## config.mk

```make
export PLATFORM = sky130hd
export DESIGN_NAME = video_timing_gen
export DESIGN_NICKNAME = d
export VERILOG_FILES = /design/src/rtl/video_timing_pkg.sv /design/src/rtl/video_timing_gen_lfsr24.sv /design/src/rtl/video_timing_gen.sv
export SDC_FILE = /design/constraint.sdc
export NUM_CORES = 1
export LEC_CHECK = 0
export ABC_AREA = 1
export BUFFER_PORTS_ARGS = -buffer_cell sky130_fd_sc_hd__buf_2
export CORE_ASPECT_RATIO = 1.5
export CORE_UTILIZATION = 51
export CTS_CLUSTER_DIAMETER = 40
export CTS_CLUSTER_SIZE = 24
export DETAILED_ROUTE_END_ITERATION = 16
export GPL_TIMING_DRIVEN = 0
export HOLD_SLACK_MARGIN = 0.08
export PLACE_DENSITY = 0.75
export SYNTH_ARGS = -nofsm -noshare
export SYNTH_HDL_FRONTEND = slang
export SYNTH_SLANG_ARGS = --single-unit
```

## constraint.sdc

```tcl
create_clock -name clk_sys -period 2.05 [get_ports clk_sys]
set_clock_uncertainty 0.05 [all_clocks]
set_input_delay 0.615 -clock clk_sys [delete_from_list [all_inputs] [get_ports clk_sys]]
set_output_delay 0.615 -clock clk_sys [all_outputs]
set_load 0.02 [all_outputs]
```

## src/rtl/video_timing_pkg.sv

```systemverilog
// Shared types and default constants for the raster timing / noise generator.
// Free-running block with no backpressure; every consumer samples on ce_pix.
package video_timing_pkg;

  typedef enum logic [1:0] {
    NC_WHITE = 2'd0,
    NC_RED   = 2'd1,
    NC_GREEN = 2'd2,
    NC_BLUE  = 2'd3
  } noise_col_e;

  localparam int DEF_CE_DIV   = 4;
  localparam int DEF_H_ACTIVE = 320;
  localparam int DEF_H_FP     = 16;
  localparam int DEF_H_SYNC   = 32;
  localparam int DEF_H_BP     = 48;
  localparam int DEF_V_ACT_N  = 240;
  localparam int DEF_V_ACT_P  = 288;
  localparam int DEF_V_FP     = 3;
  localparam int DEF_V_SYNC   = 3;
  localparam int DEF_V_BP_N   = 16;
  localparam int DEF_V_BP_P   = 18;

  localparam int CNT_W   = 9;
  localparam int CNT_MAX = (1 << CNT_W) - 1;

  // Right-shifting Galois form of x^24+x^23+x^22+x^17+1.
  localparam logic [23:0] LFSR_SEED = 24'h000001;
  localparam logic [23:0] LFSR_TAPS = 24'hE10000;

endpackage

```

## src/rtl/video_timing_gen_lfsr24.sv

```systemverilog
// 24-bit Galois LFSR noise source; advances one state per cycle with step high.
// Output is the current register state (zero latency), no backpressure.
module lfsr24
  import video_timing_pkg::*;
(
  input  logic        clk_sys,
  input  logic        reset,
  input  logic        step,
  output logic [23:0] q
);

  logic [23:0] r_state;

  always_ff @(posedge clk_sys) begin
    if (reset) begin
      r_state <= LFSR_SEED;
    end else if (step) begin
      r_state <= {1'b0, r_state[23:1]} ^ (r_state[0] ? LFSR_TAPS : 24'h000000);
    end
  end

  assign q = r_state;

endmodule

```

## src/rtl/video_timing_gen.sv

```systemverilog
// Raster timing + RGB888 noise generator: sync/blank/de decode is zero latency vs hcount/vcount,
// r/g/b lag de by one pixel; free-running, no backpressure.
module video_timing_gen
  import video_timing_pkg::*;
#(
  parameter int CE_DIV   = DEF_CE_DIV,
  parameter int H_ACTIVE = DEF_H_ACTIVE,
  parameter int H_FP     = DEF_H_FP,
  parameter int H_SYNC   = DEF_H_SYNC,
  parameter int H_BP     = DEF_H_BP,
  parameter int V_ACT_N  = DEF_V_ACT_N,
  parameter int V_ACT_P  = DEF_V_ACT_P,
  parameter int V_FP     = DEF_V_FP,
  parameter int V_SYNC   = DEF_V_SYNC,
  parameter int V_BP_N   = DEF_V_BP_N,
  parameter int V_BP_P   = DEF_V_BP_P
) (
  input  logic       clk_sys,
  input  logic       reset,
  input  logic       pal,
  input  logic [1:0] noise_sel,
  output logic       ce_pix,
  output logic       hs,
  output logic       vs,
  output logic       hblank,
  output logic       vblank,
  output logic       de,
  output logic [7:0] r,
  output logic [7:0] g,
  output logic [7:0] b,
  output logic [8:0] hcount,
  output logic [8:0] vcount,
  output logic       frame_start
);

  localparam int H_TOTAL   = H_ACTIVE + H_FP + H_SYNC + H_BP;
  localparam int V_TOTAL_N = V_ACT_N + V_FP + V_SYNC + V_BP_N;
  localparam int V_TOTAL_P = V_ACT_P + V_FP + V_SYNC + V_BP_P;
  localparam int DIV_W     = (CE_DIV > 1) ? $clog2(CE_DIV) : 1;

  if (CE_DIV < 1 || H_TOTAL > CNT_MAX || V_TOTAL_N > CNT_MAX || V_TOTAL_P > CNT_MAX) begin : g_bad_params
    $fatal(1, "video_timing_gen: CE_DIV must be >= 1 and raster totals must fit 9-bit counters");
  end

  logic [DIV_W-1:0] r_div;
  logic [8:0]       r_hcount;
  logic [8:0]       r_vcount;
  logic             r_pal;
  noise_col_e       r_nsel;
  logic [7:0]       r_col_r;
  logic [7:0]       r_col_g;
  logic [7:0]       r_col_b;
  logic             r_frame_start;

  logic             w_ce;
  logic             w_h_last;
  logic             w_v_last;
  logic             w_frame_wrap;
  logic [8:0]       w_v_act;
  logic [8:0]       w_v_sync_s;
  logic [8:0]       w_v_sync_e;
  logic [8:0]       w_v_last_idx;
  logic             w_hblank;
  logic             w_vblank;
  logic             w_de;
  logic [23:0]      w_lfsr;
  logic [7:0]       w_n;
  logic [7:0]       w_r;
  logic [7:0]       w_g;
  logic [7:0]       w_b;
  logic             w_lfsr_unused;

  assign w_ce = (r_div == DIV_W'(CE_DIV - 1));

  always_ff @(posedge clk_sys) begin
    if (reset || w_ce) begin
      r_div <= '0;
    end else begin
      r_div <= r_div + 1'b1;
    end
  end

  // Vertical geometry follows the latched mode so a mid-frame pal change waits for the wrap.
  assign w_v_act      = r_pal ? 9'(V_ACT_P) : 9'(V_ACT_N);
  assign w_v_sync_s   = r_pal ? 9'(V_ACT_P + V_FP) : 9'(V_ACT_N + V_FP);
  assign w_v_sync_e   = r_pal ? 9'(V_ACT_P + V_FP + V_SYNC) : 9'(V_ACT_N + V_FP + V_SYNC);
  assign w_v_last_idx = r_pal ? 9'(V_TOTAL_P - 1) : 9'(V_TOTAL_N - 1);

  assign w_h_last     = (r_hcount == 9'(H_TOTAL - 1));
  assign w_v_last     = (r_vcount == w_v_last_idx);
  assign w_frame_wrap = w_ce && w_h_last && w_v_last;

  always_ff @(posedge clk_sys) begin
    if (reset) begin
      r_hcount <= '0;
      r_vcount <= '0;
    end else if (w_ce) begin
      if (w_h_last) begin
        r_hcount <= '0;
        r_vcount <= w_v_last ? 9'd0 : r_vcount + 9'd1;
      end else begin
        r_hcount <= r_hcount + 9'd1;
      end
    end
  end

  always_ff @(posedge clk_sys) begin
    if (reset || w_frame_wrap) begin
      r_pal  <= pal;
      r_nsel <= noise_col_e'(noise_sel);
    end
  end

  assign w_hblank = (r_hcount >= 9'(H_ACTIVE));
  assign w_vblank = (r_vcount >= w_v_act);
  assign w_de     = !(w_hblank || w_vblank);

  lfsr24 u_lfsr (
    .clk_sys (clk_sys),
    .reset   (reset),
    .step    (w_ce && w_de),
    .q       (w_lfsr)
  );

  assign w_n           = w_lfsr[7:0];
  assign w_lfsr_unused = ^w_lfsr[23:8];

  always_comb begin
    w_r = 8'h00;
    w_g = 8'h00;
    w_b = 8'h00;
    case (r_nsel)
      NC_WHITE: begin
        w_r = w_n;
        w_g = w_n;
        w_b = w_n;
      end
      NC_RED:   w_r = w_n;
      NC_GREEN: w_g = w_n;
      NC_BLUE:  w_b = w_n;
      default:  w_r = 8'h00;
    endcase
  end

  // Colour is captured with the pixel's de, so blank pixels land as zero one pixel later.
  always_ff @(posedge clk_sys) begin
    if (reset) begin
      r_col_r       <= '0;
      r_col_g       <= '0;
      r_col_b       <= '0;
      r_frame_start <= 1'b0;
    end else begin
      r_frame_start <= w_frame_wrap;
      if (w_ce) begin
        r_col_r <= w_de ? w_r : 8'h00;
        r_col_g <= w_de ? w_g : 8'h00;
        r_col_b <= w_de ? w_b : 8'h00;
      end
    end
  end

  assign ce_pix      = w_ce;
  assign hblank      = w_hblank;
  assign vblank      = w_vblank;
  assign de          = w_de;
  assign hs          = (r_hcount >= 9'(H_ACTIVE + H_FP)) && (r_hcount < 9'(H_ACTIVE + H_FP + H_SYNC));
  assign vs          = (r_vcount >= w_v_sync_s) && (r_vcount < w_v_sync_e);
  assign r           = r_col_r;
  assign g           = r_col_g;
  assign b           = r_col_b;
  assign hcount      = r_hcount;
  assign vcount      = r_vcount;
  assign frame_start = r_frame_start;

endmodule

```

-- Yosys cells after proc, flatten, opt, wreduce, memory -nomap -nowiden
Index checks and enable logic that the tools add are counted.
- register bits after elaboration: 72
- logic and storage cells: 53
- output and inout bits: 49
- multiplexer cells: 13
- reductions and logical operators: 14
- bitwise logic cells: 1
- equal/unequal tests: 6
- $add $sub $neg: 3
- order comparisons: 6
- operator list (operator ; number):
    8-bit two-way mux ; 6
    9-bit two-way mux ; 5
    24-bit two-way mux ; 1
    23-bit by 24-bit bitwise XOR with 24-bit output ; 1
    9-bit by 1-bit adder with 9-bit output, second input constant ; 2
    9-bit greater-or-equal comparator ; 2
    9-bit greater-or-equal comparator, second input constant ; 2
    9-bit equality test ; 1
    9-bit equality test, second input constant ; 1
    9-bit < comparator ; 1
    9-bit < comparator, second input constant ; 1
    2-bit equality test, second input constant ; 3
    6-bit two-way mux ; 1
    2-bit OR reduction ; 3
    1-bit logical AND ; 5
    1-bit logical OR ; 3
    2-bit by 1-bit adder with 2-bit output, second input constant ; 1
    2-bit by 1-bit equality test with 1-bit output, second input constant ; 1
    2-bit zero test ; 1
    2-bit AND reduction ; 1
    1-bit zero test ; 1

-- Logic depth before layout (Yosys ltp)
Gate-level depths: netlist of run 1.
- depth in word-level cells: 5
- depth in mapped cells: 12

-- Cells and area by module
From an unflattened synthesis of run 1, not the netlist that was laid out.
- cell total of the unflattened synthesis: 423
- area total of the unflattened synthesis: 3170.5 um^2
- by module, submodules not included (module ; instances ; seq. area each (um^2) ; cells an instance ; area an instance (um^2)):
    video_timing_gen ; 1 ; 991.0 ; 306 ; 2267.2
    lfsr24 ; 1 ; 480.5 ; 117 ; 903.4

-- Least setup slack after synthesis of run 1
Ideal clock, no wire load.
- kind: register to output
- from: register r_vcount[4] (netlist: vcount[4])
- to: output de
- setup slack: -0.230 ns
- required time: 1.385 ns
- arrival: 1.615 ns
- cell stages (with the launch flop): 10
- path through: dfxtp_1 -> inv_1 -> ha_1 -> nand2_1 -> inv_1 -> nand2_1 -> nand2_1 -> a21oi_2 -> nand2_1 -> inv_1
- longest elaborated chain between the ends: 3
- ends and longest elaborated chain (item ; line ; RTL):
    start, declared ; video_timing_gen.sv:47 ; logic [8:0] r_vcount;
    start signal, assigned ; video_timing_gen.sv:100 ; r_vcount <= w_v_last ? 9'd0 : r_vcount + 9'd1;
    9-bit greater-or-equal comparator ; video_timing_gen.sv:115 ; assign w_vblank = (r_vcount >= w_v_act);
    1-bit logical OR ; video_timing_gen.sv:116 ; assign w_de = !(w_hblank || w_vblank);
    1-bit zero test ; video_timing_gen.sv:116 ;
    end, declared ; video_timing_gen.sv:27 ; output logic de,
Every way passes these cells.

-- Worst setup path in the final report of run 1
- from: register r_pal
- to: output de
- longest elaborated chain between the ends: 4
- ends and longest elaborated chain (item ; line ; RTL):
    start, declared ; video_timing_gen.sv:48 ; logic r_pal;
    start signal, assigned ; video_timing_gen.sv:109 ; r_pal <= pal;
    9-bit two-way mux ; video_timing_gen.sv:84 ; assign w_v_act = r_pal ? 9'(V_ACT_P) : 9'(V_ACT_N);
    9-bit greater-or-equal comparator ; video_timing_gen.sv:115 ;
    1-bit logical OR ; video_timing_gen.sv:116 ;
    1-bit zero test ; video_timing_gen.sv:116 ;
Every way passes these cells.

==> flow_summary.yaml, run 1 <==
timing:
  fmax_mhz: 398
  period_share_pct: 122
  final_max_slew_viol_count: 0
  hold_violations: 0
  fin_ws_ps: -460
  timing.final.crit_period_ps: 2510
  worstMarginPinSlew_ps: 723
  max-slew-margin-rel_pct: 51.6
  setup-violations-final: 33
  rsz_0062_raised_after_global_routing: "true"
power:
  power.density_nw_per_um2: 681
  power_w: 0.00291
  ir_worst_vdd_mv: 0.421
  power_leakage_nw: 2.03
synthesis:
  ys_seq_area_share_pct: 44.1
  ys_dominant_reg_cell: "sky130_fd_sc_hd__dfxtp_1"
  synth_seq_cells: 72
  post_synth_inst_count: 450
  synth.yosys.warnings: 0
  netlist_area_pre_place_um2: 3340
  syn-mean-instance-area_um2: 7.42
  synthesis.nets: 468
  synth-edff-count: 3
  synthDistinctLibCells: 34
  synth_async_sr_flop_share_pct: 0
grt:
  number_of_antenna_violations_at_the_first_check_in_global_routing: 0
  combined_global_route_utilization_of_all_metal_layers_pct: 23.5
  globalRouteOverflowTotal: 0
  grt_pass1_wl_mm: 12.1
  vias_in_the_first_global_route: 2781
  grt_max_degree: 13
setup_path:
  worst_path_largest_cell_delay_ps: 480
  crit_buf_inv: 4
  timing.critical_path.arrival_ps: 1850
  required_time_at_the_endpoint_of_the_critical_path_ps: 1380
  reg_to_reg_start: "r_pal$_DFFE_PP_"
  worst_setup_ep_type: "output pin"
  worstPathCellList: "inv_2, ha_4, nand2_2, inv_2, nand2_2, nand2_2, a21oi_4, nand2_1, inv_2, buf_6"
  setup.reg_to_reg.worst_slack_ps: -80
  worst-r2r-cell-count: 12
  startpoint_type: "flip-flop"
  r2r-end: "u_lfsr.q[6]$_SDFFE_PP0P_"
  crit_fanout: 5
  worst_path_max_delay_cell: "sky130_fd_sc_hd__edfxtp_1"
  criticalPathCategory: "flip-flop to output pin"
  worst_path_dominant_cell_family: "flip-flops"
clocking:
  worstSkewPairLatency_ps: 330
  clock_tree_root_buffer_cell: "sky130_fd_sc_hd__clkbuf_8"
  cts_sinks: 72
  cts_tree: "built"
  cts_max_level: 3
  cts-buffers-inserted: 9
  ctsLongestPathBuffers: 2
  cts_hold_buf: 0
  clk_pin_slew_worst_paths_ps: 70
floorplanning:
  num_rows: 35
  die_w_um: 68.0
  core_box_area_um2: 6220
  ios: 54
  die-height_um: 101
  dieArea_um2: 6880
  start_util_pct: 53.7
drt:
  detailedRoute.firstPassIterationCount: 4
  route.vias.total: 3061
  drc: 0
  detailedRoute.firstIterationViolations: 96
  routedWlPerCell_um: 13.0
  post_drt_via_cell_ratio: 5.06
  wl_mm: 7.89
  route.antenna.remaining_nets: 0
layout:
  post_route_cells_drive_above_1_share_pct: 31.8
  flow.area_growth_from_synthesis_pct: 28.2
  area_of_combinational_cells_with_multiple_inputs_um2: 1760
  layout.filler_cells: 486
  register_area_um2: 1480
  final_cell_area_um2: 4280
  insertedDiodeCount: 0
  post-route-util_pct: 68.8
  fin_nets: 544
hold_path:
  whs_path_depth: 1
  hold_path_startpoint: "r_div[0]$_SDFF_PP0_"
  hp-class: "flip-flop to flip-flop"
  whs_endpoint: "r_div[0]$_SDFF_PP0_"
placement:
  port_buffers: 52
  placed_area_um2: 3710
  post-dp-hpwl_mm: 5.34
  place_worst_setup_slack_ps: -303
  gp_congestion: 0.851
outcome:
  run_status: "finished, violations left"
  violations: "negative setup slack"
run:
  cap_violations: 0
worst max path at each step:
stage | from | endpoint | slack (ps) | cells after the start
after detailed placement | r_pal$_DFFE_PP_ | de | -300 | 8
after global placement | r_pal$_DFFE_PP_ | de | -240 | 8
after global routing | r_pal$_DFFE_PP_ | de | -550 | 10
after CTS | r_pal$_DFFE_PP_ | de | -420 | 10
after floorplan | r_pal$_DFFE_PP_ | de | 8 | 9
final | r_pal$_DFFE_PP_ | de | -460 | 10
registers in the layout, summed over array words and instances (netlist names):
| name | cells |
|---|---|
| u_lfsr.q | 24 |
| frame_start | 1 |
| hcount | 9 |
| r_div | 2 |
| r_nsel | 2 |
| g | 8 |
| r | 8 |
| r_pal | 1 |
| vcount | 9 |
| b | 8 |
logic make-up after synthesis:
family	after synthesis	synth area share (%)
simple gates	262	34.8
buf+inv	72	9.26
flops	72	44.1
compound gates	24	5.14
fa+ha+maj	13	4.87
xor+xnor	7	1.84
layer usage:
layer	global-route usage, %	share of wire [%]	vias to the layer above	wire length, µm
li1	-	-	1551	-
met1	25.6	40	1431	3190
met2	42.3	55	66	4300
met3	4.41	3.1	13	244
met4	10.1	1.9	0	151
met5	0	0	-	0
final cells by class:
type | instances | share of cell area [%]
Buffer | 16 | 2.93
Clock buffer | 11 | 3.54
Clock inverter | 5 | 1.26
Inverter | 56 | 5.00
Multi-Input combinational cell | 306 | 41.1
Sequential cell | 72 | 34.7
Tap cell | 74 | 2.17
Timing Repair Buffer | 65 | 9.30
power by group:
| part | total [W] | internal, W | switching (W) |
|---|---|---|---|
| clock | 0.00115 | 0.000625 | 0.000522 |
| combinational | 0.000291 | 0.000107 | 0.000184 |
| sequential | 0.00147 | 0.00145 | 0.0000280 |
synthesized netlist by cell type (2+ instances only):
master                     number  area (µm²)
sky130_fd_sc_hd__a21oi_1        5        25.0
sky130_fd_sc_hd__a21oi_2        7        61.3
sky130_fd_sc_hd__buf_2          3        15.0
sky130_fd_sc_hd__buf_8          2        30.0
sky130_fd_sc_hd__clkbuf_1       9        33.8
sky130_fd_sc_hd__clkinv_1       2        7.51
sky130_fd_sc_hd__dfxtp_1       69        1380
sky130_fd_sc_hd__edfxtp_1       3        90.1
sky130_fd_sc_hd__ha_1          13         163
sky130_fd_sc_hd__inv_1         53         199
sky130_fd_sc_hd__nand2_1      120         450
sky130_fd_sc_hd__nand2_2        9        56.3
sky130_fd_sc_hd__nand3_1       35         175
sky130_fd_sc_hd__nand4_1        8        50.1
sky130_fd_sc_hd__nor2_1        64         240
sky130_fd_sc_hd__nor2_2        12        75.1
sky130_fd_sc_hd__nor3_1         8        40.0
sky130_fd_sc_hd__o21ai_0        7        35.0
sky130_fd_sc_hd__xor2_1         6        52.6
cells in the final DEF, fill, tap and decap left out, drive strengths merged, types with 12 or more instances in the layout:
| master | instances |
|---|---|
| nand3 | 36 |
| nand2 | 130 |
| dfxtp | 69 |
| clkbuf | 21 |
| buf | 71 |
| a21oi | 12 |
| ha | 13 |
| nor2 | 76 |
| inv | 54 |
metrics by stage:
stage | instances | hold slack (ps) | TNS (ps)
after detailed placement | 576 | 370 | -567
after global routing | 605 | 389 | -6650
after CTS | 596 | 381 | -1170
final | 605 | 375 | -2590
after floorplan | 450 | 349 | 0
after global placement | 576 | 357 | -435
repair_timing:
| action | 4_1_cts | 5_1_grt |
|---|---|---|
| endpoints found under the setup margin | 5 | 55 |
| pin swaps | 1 | 10 |
| buffers inserted | 4 | 7 |
| gates cloned | 0 | 2 |
| gates resized for setup | 13 | 60 |
No activity file was read; power rests on OpenSTA's default activity.
==> inputs of run 2 (changes only) <==
--- a/config.mk
+++ b/config.mk
@@ -5,16 +5,15 @@
 export SDC_FILE = /design/constraint.sdc
 export NUM_CORES = 1
 export LEC_CHECK = 0
-export ABC_AREA = 1
 export BUFFER_PORTS_ARGS = -buffer_cell sky130_fd_sc_hd__buf_2
 export CORE_ASPECT_RATIO = 1.5
-export CORE_UTILIZATION = 51
+export CORE_UTILIZATION = 50
 export CTS_CLUSTER_DIAMETER = 40
 export CTS_CLUSTER_SIZE = 24
 export DETAILED_ROUTE_END_ITERATION = 16
 export GPL_TIMING_DRIVEN = 0
 export HOLD_SLACK_MARGIN = 0.08
-export PLACE_DENSITY = 0.75
+export PLACE_DENSITY = 0.74
 export SYNTH_ARGS = -nofsm -noshare
 export SYNTH_HDL_FRONTEND = slang
 export SYNTH_SLANG_ARGS = --single-unit
==> flow_summary.yaml, run 2 <==
outcome:
  run_status: "finished, violations left"
  violations: "negative setup slack"
power:
  ir_worst_vdd_mv: 0.428
  p_sw_w: 0.000672
  power_leakage_nw: 1.76
  power_w: 0.00270
  power.density_nw_per_um2: 666
  share_clk_of_total_power_pct: 38.3
  pwr-share-comb_pct: 8.3
  p_int_w: 0.00203
  pwr-share-seq_pct: 53.4
  netSwitchingFraction_pct: 24.9
layout:
  leading_cell_types_in_the_layout_fill_and_taps_excluded: "61 x sky130_fd_sc_hd__dfxtp_1, 51 x sky130_fd_sc_hd__buf_2, 24 x sky130_fd_sc_hd__nand2_1"
  layout.filler_cells: 449
  fin_nets: 408
  flow.area_growth_from_synthesis_pct: 31.3
  largest_register_ff_count: 24
  post_route_cells_drive_above_1_share_pct: 37.7
  final_cell_area_um2: 4050
  instances_no_fill: 467
  most_common_cell_after_layout_fill_and_taps_aside: "sky130_fd_sc_hd__dfxtp_1"
  post-route-util_pct: 69.1
  insertedDiodeCount: 0
floorplanning:
  die-height_um: 98.3
  start_util_pct: 52.6
  num_rows: 34
  dieArea_um2: 6500
  ios: 54
  die_w_um: 66.2
  core_box_area_um2: 5870
clocking:
  cts-buffers-inserted: 9
  cts_max_level: 3
  cts_sinks: 72
  worstSkewPairLatency_ps: 350
  ctsLongestPathBuffers: 2
  clock_tree_root_buffer_cell: "sky130_fd_sc_hd__clkbuf_8"
  cts_hold_buf: 0
  clk_pin_slew_worst_paths_ps: 80
  cts_tree: "built"
timing:
  fmax_mhz: 393
  worstMarginPinSlew_ps: 609
  setup-violations-final: 57
  hold_violations: 0
  rsz_0062_raised_after_global_routing: "true"
  timing.final.crit_period_ps: 2550
  period_share_pct: 124
  max-slew-margin-rel_pct: 59.4
  timing.hold.ws_ps: 390
  final_max_slew_viol_count: 0
  fin_ws_ps: -496
synthesis:
  leading_post_synthesis_cells_by_instance_count: "69 x sky130_fd_sc_hd__dfxtp_1, 25 x sky130_fd_sc_hd__nand2_1, 14 x sky130_fd_sc_hd__a32o_1, 14 x sky130_fd_sc_hd__nor2_1"
  netlist_area_pre_place_um2: 3090
  top_count_cell_post_synth: "sky130_fd_sc_hd__dfxtp_1"
  synthDominantCellAreaShare_pct: 44.7
  synth.yosys.warnings: 0
  ys_seq_area_share_pct: 47.6
  synthDistinctLibCells: 50
  syn-mean-instance-area_um2: 10.2
  post_synth_inst_count: 302
  synth_async_sr_flop_share_pct: 0
  yosys-top-cells-area: "sky130_fd_sc_hd__dfxtp_1 45%, sky130_fd_sc_hd__ha_1 5.3%, sky130_fd_sc_hd__a32o_1 4.5%"
  synthesis.nets: 320
  synth_seq_cells: 72
  synth_area_leader_cell: "sky130_fd_sc_hd__dfxtp_1"
  ys_dominant_reg_cell: "sky130_fd_sc_hd__dfxtp_1"
  synth-edff-count: 3
grt:
  grt_max_degree: 13
  vias_in_the_first_global_route: 2540
  grt_pass1_wl_mm: 12.3
  combined_global_route_utilization_of_all_metal_layers_pct: 24.9
  number_of_antenna_violations_at_the_first_check_in_global_routing: 0
  globalRouteOverflowTotal: 0
placement:
  placed_cells_incl_taps: 427
  gp_congestion: 0.824
  post-dp-hpwl_mm: 4.75
  port_buffers: 53
  placed_area_um2: 3490
drt:
  post_drt_via_cell_ratio: 5.67
  drc: 0
  detailedRoute.firstPassIterationCount: 5
  wl_mm: 7.49
  route.vias.total: 2647
  detailedRoute.firstIterationViolations: 134
  routedWlPerCell_um: 16.0
  route.antenna.remaining_nets: 0
setup_path:
  criticalPathCategory: "flip-flop to output pin"
  crit_fanout: 5
  required_time_at_the_endpoint_of_the_critical_path_ps: 1380
  worst_setup_ep_type: "output pin"
  timing.critical_path.arrival_ps: 1880
  startpoint_type: "flip-flop"
run:
  cap_violations: 0
hold_path:
  hp-class: "primary input to flip-flop"
## run 2: changes by cell type in the layout (fill, tap and decap cells not counted), moves of 11 or more
cell / previous run / this run
sky130_fd_sc_hd__a32o_1: 0 / 14
sky130_fd_sc_hd__inv_1: 47 / 12
sky130_fd_sc_hd__mux2i_1: 0 / 13
sky130_fd_sc_hd__nand2_1: 108 / 24
sky130_fd_sc_hd__nand2_2: 21 / 0
sky130_fd_sc_hd__nand3_1: 33 / 5
sky130_fd_sc_hd__nor2_1: 51 / 10
sky130_fd_sc_hd__nor2_2: 14 / 3
sky130_fd_sc_hd__xnor2_1: 1 / 12
## run 2: repair_timing
action,4_1_cts,5_1_grt
pin swaps,18,8
setup buffers,20,7
endpoints found under the setup margin,63,62
resized for setup,34,13
gates cloned,1,0
## run 2: path summary, 6_finish.rpt
path	startpoint	slack (ps)	endpoint	cells after the start
max	r_pal$_DFFE_PP_	-500	vs	5
min	pal	390	r_pal$_DFFE_PP_	1
max reg2reg	r_pal$_DFFE_PP_	-260	r_nsel[1]$_DFFE_PP_	6
min reg2reg	r_div[0]$_SDFF_PP0_	400	r_div[0]$_SDFF_PP0_	1
## run 2: cell families after synthesis
kind of cell    Yosys count  share of synthesized area (%)
compound gates           62                           16.3
flops                    72                           47.6
simple gates             95                           17.8
mux                      15                           4.94
fa+ha+maj                13                           5.27
xor+xnor                 15                           4.25
buf+inv                  30                           3.77
## run 2: power by group through the flow
stage	clock network, W	logic, W	registers, W
CTS	0.00104	0.000202	0.00144
global route	0.00112	0.000244	0.00144
global placement	0	0.000158	0.00147
floorplan	0	0.000115	0.00147
detailed placement	0	0.000163	0.00147
finish	0.00103	0.000224	0.00144
## run 2: metal layers
metal / share of wire [%] / GRT usage (%)
met1: 41 / 28.5
met2: 53 / 42.9
met3: 3.7 / 6.19
met4: 2.5 / 10.5
met5: 0 / 0
## run 2: area by class of cell
cell class	instances	area, µm²	area share (%)
Sequential cell	72	1480	36.5
Tap cell	72	90.1	2.22
Multi-Input combinational cell	200	1660	40.9
Clock inverter	5	30.0	0.741
Timing Repair Buffer	80	520	12.8
Clock buffer	11	151	3.73
Inverter	13	48.8	1.20
Buffer	14	75.1	1.85
## run 2: worst max-delay path, cell delays in order, from the launching register on
cell and delay (ps):
sky130_fd_sc_hd__edfxtp_1 480, sky130_fd_sc_hd__ha_1 350, sky130_fd_sc_hd__nand4_1 170, sky130_fd_sc_hd__buf_4 200, sky130_fd_sc_hd__nor3_2 170, sky130_fd_sc_hd__buf_4 160
## run 2: through the flow
step	worst slack, ps	TNS (ps)
2_1_floorplan	-97.2	-704
3_3_place_gp	-407	-12500
3_5_place_dp	-468	-15390
4_1_cts	-433	-2300
5_1_grt	-573	-10560
6_report	-496	-5770
==> inputs of run 3 (changes only) <==
--- a/config.mk
+++ b/config.mk
@@ -13,6 +13,7 @@
 export DETAILED_ROUTE_END_ITERATION = 16
 export GPL_TIMING_DRIVEN = 0
 export HOLD_SLACK_MARGIN = 0.08
+export MAX_ROUTING_LAYER = met4
 export PLACE_DENSITY = 0.74
 export SYNTH_ARGS = -nofsm -noshare
 export SYNTH_HDL_FRONTEND = slang
==> flow_summary.yaml, run 3 (same netlist as run 2, synthesis figures left out) <==
setup_path:
  worst_setup_ep_type: "output pin"
  worstPathCellList: "ha_1, nand4_1, buf_4, nor3_2, buf_4"
  worst_path_largest_cell_delay_ps: 490
  startpoint_type: "flip-flop"
  startpoint: "r_pal$_DFFE_PP_"
  worst_path_max_delay_cell: "sky130_fd_sc_hd__edfxtp_1"
  setup.reg_to_reg.worst_slack_ps: -260
  setup.worst_path.end: "vs"
  crit_fanout: 5
  required_time_at_the_endpoint_of_the_critical_path_ps: 1380
  reg_to_reg_start: "r_pal$_DFFE_PP_"
  timing.critical_path.arrival_ps: 1880
  r2r-end: "r_nsel[1]$_DFFE_PP_"
  worst-r2r-cell-count: 6
  critical_path.most_common_cell: "sky130_fd_sc_hd__buf_4"
  criticalPathCategory: "flip-flop to output pin"
drt:
  detailedRoute.firstIterationViolations: 124
  post_drt_via_cell_ratio: 5.68
  routedWlPerCell_um: 16.0
  wl_mm: 7.46
  route.antenna.remaining_nets: 0
  route.vias.total: 2652
  drc: 0
  detailedRoute.firstPassIterationCount: 4
floorplanning:
  num_rows: 34
  die-height_um: 98.3
  ios: 54
  core_box_area_um2: 5870
  dieArea_um2: 6500
  die_w_um: 66.2
  start_util_pct: 52.6
clocking:
  cts_hold_buf: 0
  worstSkewPairLatency_ps: 340
  clk_pin_slew_worst_paths_ps: 70
  cts_sinks: 72
  cts-buffers-inserted: 9
  cts_max_level: 3
  ctsLongestPathBuffers: 2
  clock_tree_root_buffer_cell: "sky130_fd_sc_hd__clkbuf_8"
  cts_tree: "built"
grt:
  globalRouteOverflowTotal: 0
  combined_global_route_utilization_of_all_metal_layers_pct: 25.6
  grt_pass1_wl_mm: 12.3
  grt_max_degree: 13
  vias_in_the_first_global_route: 2551
  number_of_antenna_violations_at_the_first_check_in_global_routing: 0
power:
  ir_worst_vdd_mv: 0.424
  pwr-share-comb_pct: 8.3
  p_int_w: 0.00203
  share_clk_of_total_power_pct: 38.1
  p_sw_w: 0.000665
  power_leakage_nw: 1.76
  netSwitchingFraction_pct: 24.7
  power.density_nw_per_um2: 664
  pwr-share-seq_pct: 53.6
timing:
  worstMarginPinSlew_ps: 618
  setup-violations-final: 58
  fmax_mhz: 393
  hold_violations: 0
  final_max_slew_viol_count: 0
  fin_ws_ps: -497
  max-slew-margin-rel_pct: 58.8
  period_share_pct: 124
  rsz_0062_raised_after_global_routing: "true"
  timing.final.crit_period_ps: 2550
  setup_tns_ps: -6050
outcome:
  run_status: "finished, violations left"
  violations: "negative setup slack"
layout:
  leading_cell_types_in_the_layout_fill_and_taps_excluded: "61 x sky130_fd_sc_hd__dfxtp_1, 51 x sky130_fd_sc_hd__buf_2, 24 x sky130_fd_sc_hd__nand2_1"
  most_common_cell_after_layout_fill_and_taps_aside: "sky130_fd_sc_hd__dfxtp_1"
  flow.area_growth_from_synthesis_pct: 31.3
  instances_no_fill: 467
  largest_register_ff_count: 24
  insertedDiodeCount: 0
  post_route_cells_drive_above_1_share_pct: 37.7
  fin_nets: 408
placement:
  placed_cells_incl_taps: 427
  place_worst_setup_slack_ps: -468
  port_buffers: 53
  gp_congestion: 0.836
  post-dp-hpwl_mm: 4.75
run:
  cap_violations: 0
hold_path:
  hp-class: "primary input to flip-flop"
## run 3: cell counts in the layout (fill, tap and decap cells not counted)
No cell type changed its count.
## run 3: final cells by class
cell class	instances	area, µm²
inverters	13	48.8
fillers	449	1820
flip-flops and latches	72	1480
repair buffers	80	520
clock inverters	5	30.0
well taps	72	90.1
clock buffers	11	151
plain buffers	14	75.1
multi-input cells	200	1660
## run 3: power by group through the flow
stage          clock (W)  combinational (W)  sequential [W]
3_5_place_dp           0           0.000163         0.00147
5_1_grt          0.00112           0.000244         0.00144
4_1_cts          0.00104           0.000202         0.00144
2_1_floorplan          0           0.000115         0.00147
3_3_place_gp           0           0.000158         0.00147
6_report         0.00103           0.000224         0.00144
## run 3: worst max-delay path, delay by kind of cell, from the launching register on
family	cells	cell delay (ps)
and+or+nand+nor	2	340
adders and majority gates	1	350
buffers and inverters	2	360
DFF	1	490
## run 3: per-stage QoR
step | area (µm²) | total power, W | hold WS [ps] | util [%]
floorplan | 3140 | 0.00159 | 354 | -
global placement | 3490 | 0.00163 | 367 | 59.5
detailed placement | 3490 | 0.00164 | 386 | 59.5
CTS | 3960 | 0.00268 | 389 | 67.4
global route | 4050 | 0.00280 | 384 | 69.1
finish | 4050 | 0.00269 | 396 | 69.1
## run 3: metal layers
| layer | share of wire (%) | GRT usage, % | vias up |
|---|---|---|---|
| li1 | - | - | 1274 |
| met1 | 41 | 28.4 | 1289 |
| met2 | 54 | 42.9 | 74 |
| met3 | 3.4 | 6.19 | 15 |
| met4 | 2.3 | 10.5 | 0 |
| met5 | 0 | - | - |
## run 3: worst min path at each step
stage | start | to | slack [ps] | depth (start not counted)
global route | pal | r_pal$_DFFE_PP_ | 380 | 1
global placement | r_div[0]$_SDFF_PP0_ | r_div[0]$_SDFF_PP0_ | 370 | 1
detailed placement | r_div[0]$_SDFF_PP0_ | r_div[0]$_SDFF_PP0_ | 390 | 1
floorplan | r_div[0]$_SDFF_PP0_ | r_div[0]$_SDFF_PP0_ | 350 | 1
finish | pal | r_pal$_DFFE_PP_ | 400 | 1
CTS | pal | r_pal$_DFFE_PP_ | 390 | 1
## run 3: repair_timing
action,in CTS,in global routing
gates cloned,1,0
gates resized for setup,34,13
setup endpoints to repair,63,62
pin swaps,18,8
buffers inserted,20,7
